--- src/rtl/uart_rx.sv ---
// uart_rx: 8N1 serial receiver with a two-flop input synchronizer, mid-bit
// sampling and a single-entry AXI-Stream output register that reports
// framing errors and dropped bytes as one-cycle pulses.
module uart_rx #(
  parameter int NCLKS_PER_BIT = 217
) (
  input  logic       clk,
  input  logic       rst,
  input  logic       rx_data,
  output logic       axis_out_tvalid,
  output logic [7:0] axis_out_tdata,
  input  logic       axis_out_tready,
  output logic       rx_busy,
  output logic       rx_frame_err,
  output logic       rx_overrun
);

  localparam int CW = $clog2(NCLKS_PER_BIT);
  localparam logic [CW-1:0] HALF_M1 = CW'(NCLKS_PER_BIT / 2 - 1);
  localparam logic [CW-1:0] FULL_M1 = CW'(NCLKS_PER_BIT - 1);

  typedef enum logic [1:0] {S_IDLE, S_START, S_DATA, S_STOP} state_e;

  logic          rx_meta_q, rx_sync_q;
  state_e        state_q, state_d;
  logic [CW-1:0] cnt_q, cnt_d;
  logic [2:0]    idx_q, idx_d;
  logic [7:0]    shift_q, shift_d;
  logic          byte_done, frame_err_d;
  logic          tvalid_q, tvalid_d;
  logic [7:0]    tdata_q, tdata_d;
  logic          frame_err_q, overrun_q, overrun_d;

  // Two-flop synchronizer; idles high so reset never looks like a start bit.
  always_ff @(posedge clk or negedge rst) begin
    if (!rst) begin
      rx_meta_q <= 1'b1;
      rx_sync_q <= 1'b1;
    end else begin
      rx_meta_q <= rx_data;
      rx_sync_q <= rx_meta_q;
    end
  end

  // Receive FSM state, bit-time counter and bit index.
  always_ff @(posedge clk or negedge rst) begin
    if (!rst) begin
      state_q <= S_IDLE;
      cnt_q   <= '0;
      idx_q   <= '0;
    end else begin
      state_q <= state_d;
      cnt_q   <= cnt_d;
      idx_q   <= idx_d;
    end
  end

  // Shift register holds no control meaning; every bit is rewritten per frame.
  always_ff @(posedge clk) begin
    shift_q <= shift_d;
  end

  // Next-state logic: half a bit to the start-bit centre, then whole bits.
  always_comb begin
    state_d     = state_q;
    cnt_d       = cnt_q;
    idx_d       = idx_q;
    shift_d     = shift_q;
    byte_done   = 1'b0;
    frame_err_d = 1'b0;
    case (state_q)
      S_IDLE: begin
        cnt_d = '0;
        if (!rx_sync_q) state_d = S_START;
      end
      S_START: begin
        if (cnt_q == HALF_M1) begin
          cnt_d = '0;
          if (rx_sync_q) begin
            state_d = S_IDLE;
          end else begin
            state_d = S_DATA;
            idx_d   = 3'd0;
          end
        end else begin
          cnt_d = cnt_q + 1'b1;
        end
      end
      S_DATA: begin
        if (cnt_q == FULL_M1) begin
          cnt_d          = '0;
          shift_d[idx_q] = rx_sync_q;
          idx_d          = idx_q + 3'd1;
          if (idx_q == 3'd7) state_d = S_STOP;
        end else begin
          cnt_d = cnt_q + 1'b1;
        end
      end
      S_STOP: begin
        if (cnt_q == FULL_M1) begin
          cnt_d   = '0;
          state_d = S_IDLE;
          if (rx_sync_q) byte_done   = 1'b1;
          else           frame_err_d = 1'b1;
        end else begin
          cnt_d = cnt_q + 1'b1;
        end
      end
      default: state_d = S_IDLE;
    endcase
  end

  // Output register: load when empty or being drained this cycle, else drop.
  always_comb begin
    tvalid_d  = tvalid_q;
    tdata_d   = tdata_q;
    overrun_d = 1'b0;
    if (byte_done && (!tvalid_q || axis_out_tready)) begin
      tvalid_d = 1'b1;
      tdata_d  = shift_q;
    end else begin
      if (byte_done) overrun_d = 1'b1;
      if (tvalid_q && axis_out_tready) tvalid_d = 1'b0;
    end
  end

  // Registered outputs and status pulses.
  always_ff @(posedge clk or negedge rst) begin
    if (!rst) begin
      tvalid_q    <= 1'b0;
      tdata_q     <= 8'h00;
      frame_err_q <= 1'b0;
      overrun_q   <= 1'b0;
    end else begin
      tvalid_q    <= tvalid_d;
      tdata_q     <= tdata_d;
      frame_err_q <= frame_err_d;
      overrun_q   <= overrun_d;
    end
  end

  assign axis_out_tvalid = tvalid_q;
  assign axis_out_tdata  = tdata_q;
  assign rx_frame_err    = frame_err_q;
  assign rx_overrun      = overrun_q;
  assign rx_busy         = (state_q != S_IDLE);

endmodule

--- config.mk ---
export PLATFORM = sky130hd
export DESIGN_NAME = uart_rx
export DESIGN_NICKNAME = d
export VERILOG_FILES = /design/src/rtl/uart_rx.sv
export SDC_FILE = /design/constraint.sdc
export NUM_CORES = 1
export LEC_CHECK = 0
export CAP_MARGIN = 20
export CORE_ASPECT_RATIO = 1.5
export CORE_UTILIZATION = 46
export DETAILED_ROUTE_END_ITERATION = 6
export PLACE_DENSITY = 0.76
export RECOVER_POWER = 25
export SLEW_MARGIN = 30
export SYNTH_ARGS = -nofsm -noshare
export SYNTH_HDL_FRONTEND = slang
export SYNTH_SLANG_ARGS = --single-unit
--- constraint.sdc ---
create_clock -name clk -period 1.85 [get_ports clk]
set_clock_uncertainty 0.15 [all_clocks]
set_input_delay 0.37 -clock clk [delete_from_list [all_inputs] [get_ports clk]]
set_output_delay 0.37 -clock clk [all_outputs]
set_load 0.03 [all_outputs]
After elaboration in Yosys (flattened, before gate mapping). Index checks and enable logic that the tools add are counted.

Reduce and logical (&&, ||, !) cells: 13. Add/subtract/negate cells: 2. $lt $le $gt $ge: 2. Equality and inequality tests: 12. Mux-type cells: 27.

Operators by type and width (number): $pmux W8 S3 (1); $mux W8 (2); $mux W2 (6); $ne A2 B2 Y1 const B (6); $mux W1 (11); $mux W3 (3); $add A8 B1 Y8 const B (1); $bwmux W8 (1); $eq A8 B7 Y1 const B (1); $eq A8 B8 Y1 const B (1); $pmux W2 S4 (1); $pmux W3 S2 (1); $reduce_bool A2 Y1 (3); $reduce_and A5 Y1 (1); $eq A2 B2 Y1 const B (2); $lt A3 B4 Y1 const B (1); $reduce_and A4 Y1 (1); $add A3 B1 Y3 const B (1); $demux W1 S3 (1); $eq A3 B3 Y1 const B (1); $ge A3 B1 Y1 const B (1); $logic_and A1 B1 Y1 (3); $eq A2 B1 Y1 const B (1); $logic_not A2 Y1 (1); other kinds (4) (4).

Bits in registers: 34. Word-level logic and storage cells: 66. Input bits: 4. Output and inout port bits: 12.

Depth between registers and ports, before layout. Gate-level depths: netlist (run 1).

Depth after elaboration: 5. Depth in mapped cells: 7. Depth with buffers taken out: 6.

Worst setup path after synthesis (run 1). Ideal clock, no wire load.

Path kind: register to register. Start point: register cnt_q[0]. End point: register tdata_q[0] (netlist: axis_out_tdata[0]). Slack: -0.063 ns. Arrival: 1.638 ns. Buffers on the path: 1. Library setup time: 0.125 ns. Period minus slack after synthesis: 1.913 ns. Stages on the path, launching flop included: 8. Required time: 1.575 ns. Cells stage by stage: dfrtp_1 inv_1 ha_1 nand4b_4 nor3_4 and4_1 buf_6 mux2_2.

Longest elaborated chain between the ends: 4.

Ends and longest elaborated chain: from (decl) (line 26) `logic [CW-1:0] cnt_q, cnt_d;`; from (signal assigned) (line 53) `cnt_q <= cnt_d;`; $eq A8 B8 Y1 (line 100) `if (cnt_q == FULL_M1) begin`; $mux W1 (line 100); $mux W1 (line 71) `case (state_q)`; $logic_and A1 B1 Y1 (line 118) `if (byte_done && (!tvalid_q || axis_out_tready)) begin`; to (signal assigned) (line 136) `tdata_q <= tdata_d;`; to (decl) (line 31) `logic [7:0] tdata_q, tdata_d;`.

No other way between the ends. A chain may end at the register's enable or synchronous reset.

Worst setup path in the final report (run 1).
Start point: register cnt_q[1]. End point: register tdata_q[6] (netlist: axis_out_tdata[6]).

Same word-level chain as after synthesis.

==> summary.md, run 1 <==
| Metric | Value |
|---|---|
| Total wire length | 2.73 mm |
| Post-Synthesis Cells | 119 |
| Max Fclk | 0.539 GHz |
| Logic gate share of total power | 1.4% |
| Post-Synth Adder-Cell Area | 3.33% |
| DIE AREA | 3500 µm² |
| DP Worst Slack | -83.8 ps |
| Setup CP Type | flip-flop to flip-flop |
| Vias in the first global route | 1061 |
| Synth Area in XOR/XNOR | 3.50% |
| Initial antenna violation count | 0 |
| Synth Area per Inst | 12.6 µm² |
| Critical path peak fanout | 8 |
| Antenna viol nets, final | 0 |
| Core area | 3130 µm² |
| Peak VDD IR | 500 µV |
| Initial Util | 48.0% |
| Dpl cell area | 1800 µm² |
| Largest net degree at the start of global routing | 27 |
| Violated checks | setup timing |
| CTS tree | done |
| Net Sw Frac | 21.0% |
| Clk_lat worst skew | 290 ps |
| Final min period | 1850 ps |
| CTS root buf | clkbuf_8 |
| Storage element area | 893 µm² |
| Tot GR Track Use | 17.7% |
| Slew Limit Headroom | 58.1% |
| Slowest stage delay, CP | 390 ps |
| Crit. End Element | flip-flop |
| Area Growth Syn to Fin | 31.5% |
| Htree depth | 2 |
| Commonest non-fill, non-tap cells in the layout | 24 x dfrtp_1, 19 x nor2_1, 17 x buf_4 |
| Die W | 48.6 µm |
| R2R setup slack | -4 ps |
| Ant diodes | 0 |
| Design internal power | 1.03 mW |
| Final hold vios | 0 |
| Clock power frac | 39.4% |
| Vias | 984 |
| Crit path launch | cnt_q[1] |
| Drt initial violations | 16 |
| Die H | 72.0 µm |
| Crit-path cells | inv_2 > ha_4 > nand4b_4 > nor3_4 > and4_1 > buf_6 > mux2_2 |
| Synth Register Bits | 34 |
| Mux cell area share after synthesis | 6.75% |
| DP Wirelength | 1.90 mm |
| Hold_buf cts | 0 |
| Drt wl/cell | 13.7 µm |
| Fin crit share | 100% |
| Cell Rows | 25 |
| Final setup viols | 1 |
| Max Slew Vio Count | 0 |
| Main combinational cell family by area after synthesis | simple AND/OR/NAND/NOR gates |
| Register area share after synthesis | 59.5% |
| Final instance area | 1970 µm² |
| Ports | 16 |
| Largest area contributor in the netlist | dfrtp_1 |
| Congestion Overflow GR | 0 |
| Nets@finish | 166 |
| Cell count of the worst reg-to-reg path | 7 |
| Worst R2R Start | cnt_q[1] |
| MaxCap Viol Count | 0 |
| Port buffer count | 15 |
| CTS sink count | 34 |
| # fillers | 270 |
| DR pass1 iterations | 3 |
| Power density over cell area | 663 nW/µm² |
| Sw Pwr | 0.274 mW |
| Static Leak | 1.04 nW |
| Slowest-stage cell, CP | dfrtp_1 |
| First-pass GRT wire length | 4.55 mm |
| Area of the multi-input gates | 617 µm² |
| Yosys warns | 0 |
| Startpoint Class | flip-flop |
| Clk slew on worst S/H paths | 70 ps |
| CTS Buf Count | 5 |
| Worst-margin pin slew | 629 ps |
| RSZ-0062 raised after global routing | true |
| Min-delay worst type | flip-flop to flip-flop |
| Synthesized area | 1500 µm² |
| Critical Path End | axis_out_tdata[6] |
| Synthesized Nets | 127 |
| WP data arrival | 1880 ps |
| Required @ worst endpoint | 1880 ps |
| GP Congestion | 0.807 |
| Register share of total power | 59.2% |
| Layout cells sized above 1 | 32.1% |
| Number of library cell types mapped by synthesis | 31 |
| Status | complete, but fails checks |
| Hold path cells | 0 |
| Setup WS post-layout | -4.29 ps |
| Synth area leaders | dfrtp_1 40%, edfxtp_1 16%, mux2_2 6.8% |
| Vias per cell | 4.94 |
| Simple-gate share of the synthesized area | 20.1% |
| Clk buf depth | 2 |
| RR Endpoint | axis_out_tdata[6] |
| Compound-Gate Fraction of Synth Area | 4.50% |
| Commonest non-fill, non-tap cell in the layout | dfrtp_1 |
| Share of the synthesized area in the top cell type | 40.0% |
| Drc violations | 0 |
-- cell families after synthesis --
group / count (synthesis)
fa+ha+maj: 4
buf+inv: 7
mux: 9
compound gates: 10
flops: 34
simple gates: 49
xor+xnor: 6
-- Yosys cell counts, drive strengths merged --
cell / number
dfrtp: 24
nor2: 19
mux2: 9
edfxtp: 8
nand2: 8
inv: 5
nor3: 5
ha: 4
nand2b: 4
nand3: 4
xnor2: 4
o21ai: 3
a21oi: 2
a22o: 2
and4: 2
buf: 2
dfstp: 2
xor2: 2
a221oi: 1
a22oi: 1
a41oi: 1
and3: 1
and4b: 1
and4bb: 1
nand3b: 1
nand4b: 1
nor4: 1
or2: 1
-- through the flow --
step | setup TNS [ps] | power (mW) | hold slack (ps) | cells | utilization [%]
2_1_floorplan | -443 | 0.790 | -75.6 | 119 | -
3_3_place_gp | -321 | 0.809 | 197 | 187 | 57.6
3_5_place_dp | -619 | 0.810 | 199 | 187 | 57.6
4_1_cts | -342 | 1.34 | 209 | 197 | 61.1
5_1_grt | -662 | 1.36 | 215 | 199 | 63.1
6_report | -4.29 | 1.31 | 207 | 199 | 63.1
-- worst max-delay path, delay by kind of cell, from the launching register on --
kind | cells | cell delay (ps)
adder cells (fa/ha/maj) | 1 | 150
buffers and inverters | 2 | 220
flip-flops | 1 | 390
multiplexers | 1 | 340
AND/OR/NAND/NOR | 3 | 500
-- routing by layer --
layer	vias to the layer above	GRT usage, %	wire (µm)
li1	492	-	-
met1	472	16.0	962
met2	15	34.6	1650
met3	5	5.66	74
met4	0	8.82	49
met5	-	0	0
-- power by group through the flow --
stage / registers, mW / logic, mW / clock network [mW]
after floorplan: 0.788 / 0.00118 / 0
after global placement: 0.789 / 0.0199 / 0
after detailed placement: 0.789 / 0.0205 / 0
after CTS: 0.775 / 0.0204 / 0.545
after global routing: 0.775 / 0.0206 / 0.565
final: 0.775 / 0.0178 / 0.516
-- flip-flops by register name, summed over array words and instances (netlist names), 3 cells and up, named ones only --
signal / flops
shift_q: 8
idx_q: 3
cnt_q: 8
axis_out_tdata: 8
-- how the worst min path moves through the flow --
stage | start | end | slack [ps]
after CTS | rx_meta_q | rx_sync_q | 210
after global placement | rx_meta_q | rx_sync_q | 200
after floorplan | rst | async pin | -80
final | rx_meta_q | rx_sync_q | 210
after global routing | rx_meta_q | rx_sync_q | 220
after detailed placement | rx_meta_q | rx_sync_q | 200
-- timing repair --
action / 4_1_cts / 5_1_grt
resized for setup: 8 / 16
cloned: 0 / 0
buffers inserted: 2 / 2
setup endpoints to repair: 13 / 26
pin swaps: 2 / 1
-- cell type report --
class                           instances  area share (%)
Clock buffer                            5            3.49
Clock inverter                          3           0.824
Inverter                                5           0.951
Multi-Input combinational cell         78            31.2
Sequential cell                        34            45.2
Tap cell                               40            2.53
Timing Repair Buffer                   34            15.7
Power figures use the tool's default switching activity.
==> run 2: changes to the inputs <==
- CELL_PAD_IN_SITES_DETAIL_PLACEMENT: not set -> 0
- CELL_PAD_IN_SITES_GLOBAL_PLACEMENT: not set -> 1
- CORE_UTILIZATION: 46 -> 40
- PLACE_DENSITY: 0.76 -> 0.79
==> run 2 against run 1 <==
Net effect:
- the run still ends with setup timing left
- combinational power about the same
- via count increased by 6.6%
- critical path type unchanged
- non-clock buffer count increased by 4
- sequential power about the same
- worst setup slack got worse by 58 ps
- count of clock-buffer cells in the layout unchanged
- global-route usage decreased by 0.68 points
- worst hold slack improved by 2.7 ps
- register-to-register slack got worse by 60 ps
==> summary.md, run 2 (synthesized netlist as in run 1, its figures left out) <==
| Metric | Value |
|---|---|
| Total wire length | 3.03 mm |
| Clk slew on worst S/H paths | 70 ps |
| Max Fclk | 0.523 GHz |
| Htree depth | 2 |
| Min-delay worst type | flip-flop to flip-flop |
| CTS root buf | clkbuf_8 |
| Max Slew Vio Count | 0 |
| Area Growth Syn to Fin | 36.2% |
| CTS tree | done |
| Required @ worst endpoint | 1700 ps |
| Ports | 16 |
| Initial antenna violation count | 0 |
| Final hold vios | 0 |
| Crit. End Element | flip-flop |
| Drc violations | 0 |
| Worst Hold Launch | rx_meta_q |
| Status | complete, but fails checks |
| Vias | 1049 |
| Dpl cell area | 1790 µm² |
| Tot GR Track Use | 17.1% |
| DR pass1 iterations | 4 |
| Final min period | 1910 ps |
| Worst R2R Start | cnt_q[1] |
| Ant diodes | 0 |
| RSZ-0062 raised after global routing | true |
| Vias per cell | 5.12 |
| Peak VDD IR | 613 µV |
| Die H | 77.0 µm |
| WP data arrival | 1760 ps |
| R2R setup slack | -60 ps |
| Fin crit share | 103% |
| Vias in the first global route | 1114 |
| Slew Limit Headroom | 56.8% |
| DIE AREA | 4010 µm² |
| RR Endpoint | shift_q[7] |
| Slowest-stage cell, CP | dfrtp_1 |
| Hold path cells | 0 |
| Initial Util | 43.1% |
| Core area | 3480 µm² |
| Violated checks | setup timing |
| Largest net degree at the start of global routing | 27 |
| Crit path buf inv count | 2 |
| Drt initial violations | 25 |
| Startpoint Class | flip-flop |
| Hold_buf cts | 0 |
| DP Worst Slack | -78.4 ps |
| Nets@finish | 170 |
| Static Leak | 1.06 nW |
| Cell Rows | 26 |
| Final setup viols | 16 |
| First-pass GRT wire length | 5.02 mm |
| Cell count of the worst reg-to-reg path | 7 |
| Layout cells sized above 1 | 35.0% |
| Crit-path cells | inv_2 > ha_4 > nand4b_4 > buf_6 > nor4_4 > nand2_1 > nor2_1 |
| DP Wirelength | 1.99 mm |
| CTS sink count | 34 |
| Port buffer count | 15 |
| CTS Buf Count | 5 |
| Setup CP Type | flip-flop to flip-flop |
| Congestion Overflow GR | 0 |
| Die W | 52.0 µm |
| MaxCap Viol Count | 0 |
| Hold Path Sink | rx_sync_q |
| Worst-margin pin slew | 648 ps |
| Slowest stage delay, CP | 400 ps |
| GP Congestion | 0.774 |
| Clk_lat worst skew | 290 ps |
| Final instance area | 2050 µm² |
| Power density over cell area | 645 nW/µm² |
| Setup WS post-layout | -62.6 ps |
| Drt wl/cell | 14.8 µm |
| Delay-heaviest family, CP | simple AND/OR/NAND/NOR gates |
| Commonest non-fill, non-tap cells in the layout | 24 x dfrtp_1, 19 x buf_4, 18 x nor2_1 |
| Antenna viol nets, final | 0 |
| Commonest non-fill, non-tap cell in the layout | dfrtp_1 |
| Clk buf depth | 2 |
| Critical path peak fanout | 4 |
run 2: cell count changes in the layout (fill, tap and decap cells not counted), moves of 2 or more:
cell,before,now
buf_4,17,19
buf_6,1,3
clkdlybuf4s50_1,3,5
dlygate4sd2_1,2,0
mux2_2,4,1
mux2_4,5,8
run 2: worst reg2reg max path, stage by stage, from the launching register on:
cell and delay [ps]:
dfrtp_1 400, inv_2 90, ha_4 150, nand4b_4 130, buf_6 150, nor4_4 200
nand2_1 180, nor2_1 170
run 2: cell type report:
type,count,area [µm²]
Tap cell,42,52.6
Multi-Input combinational cell,78,646
Clock buffer,5,68.8
Clock inverter,3,16.3
Sequential cell,34,893
Timing Repair Buffer,38,350
Fill cell,277,1440
Inverter,5,18.8
run 2: per-layer routing:
layer  global-route usage [%]  up-vias  routed length, µm
li1                         -      503                  -
met1                     18.4      520               1160
met2                     29.7       18               1700
met3                     4.76        8                111
met4                     7.30        0                 63
met5                        0        -                  0
run 2: where the power goes:
part | internal, mW | switching [mW]
clock | 0.257 | 0.270
sequential | 0.772 | 0.00354
combinational | 0.00575 | 0.0123
total | 1.03 | 0.286
run 2: per-stage QoR:
step | std cells | TNS, ps | util (%) | total power, mW | hold WS, ps
after floorplan | 119 | -443 | - | 0.790 | -75.6
after global placement | 187 | -442 | 51.4 | 0.809 | 197
after detailed placement | 187 | -592 | 51.4 | 0.810 | 201
after CTS | 202 | -257 | 56.9 | 1.34 | 212
after global routing | 205 | -2780 | 58.8 | 1.38 | 214
final | 205 | -359 | 58.8 | 1.32 | 210
run 2: worst max-delay path by stage:
stage | start | to | slack, ps | cells past startpoint
after detailed placement | cnt_q[0] | axis_out_tdata[7] | -80 | 7
after CTS | cnt_q[1] | axis_out_tdata[7] | -30 | 7
final | cnt_q[1] | shift_q[7] | -60 | 7
after global routing | cnt_q[1] | shift_q[7] | -170 | 7
after global placement | axis_out_tready | axis_out_tdata[6] | -60 | 5
after floorplan | cnt_q[0] | axis_out_tdata[0] | -60 | 7
run 2: timing repair:
action	CTS	global route
setup endpoints to repair	9	29
pin swaps	6	2
endpoints found under the hold margin	0	0
setup buffers	7	3
gates resized for setup	19	12
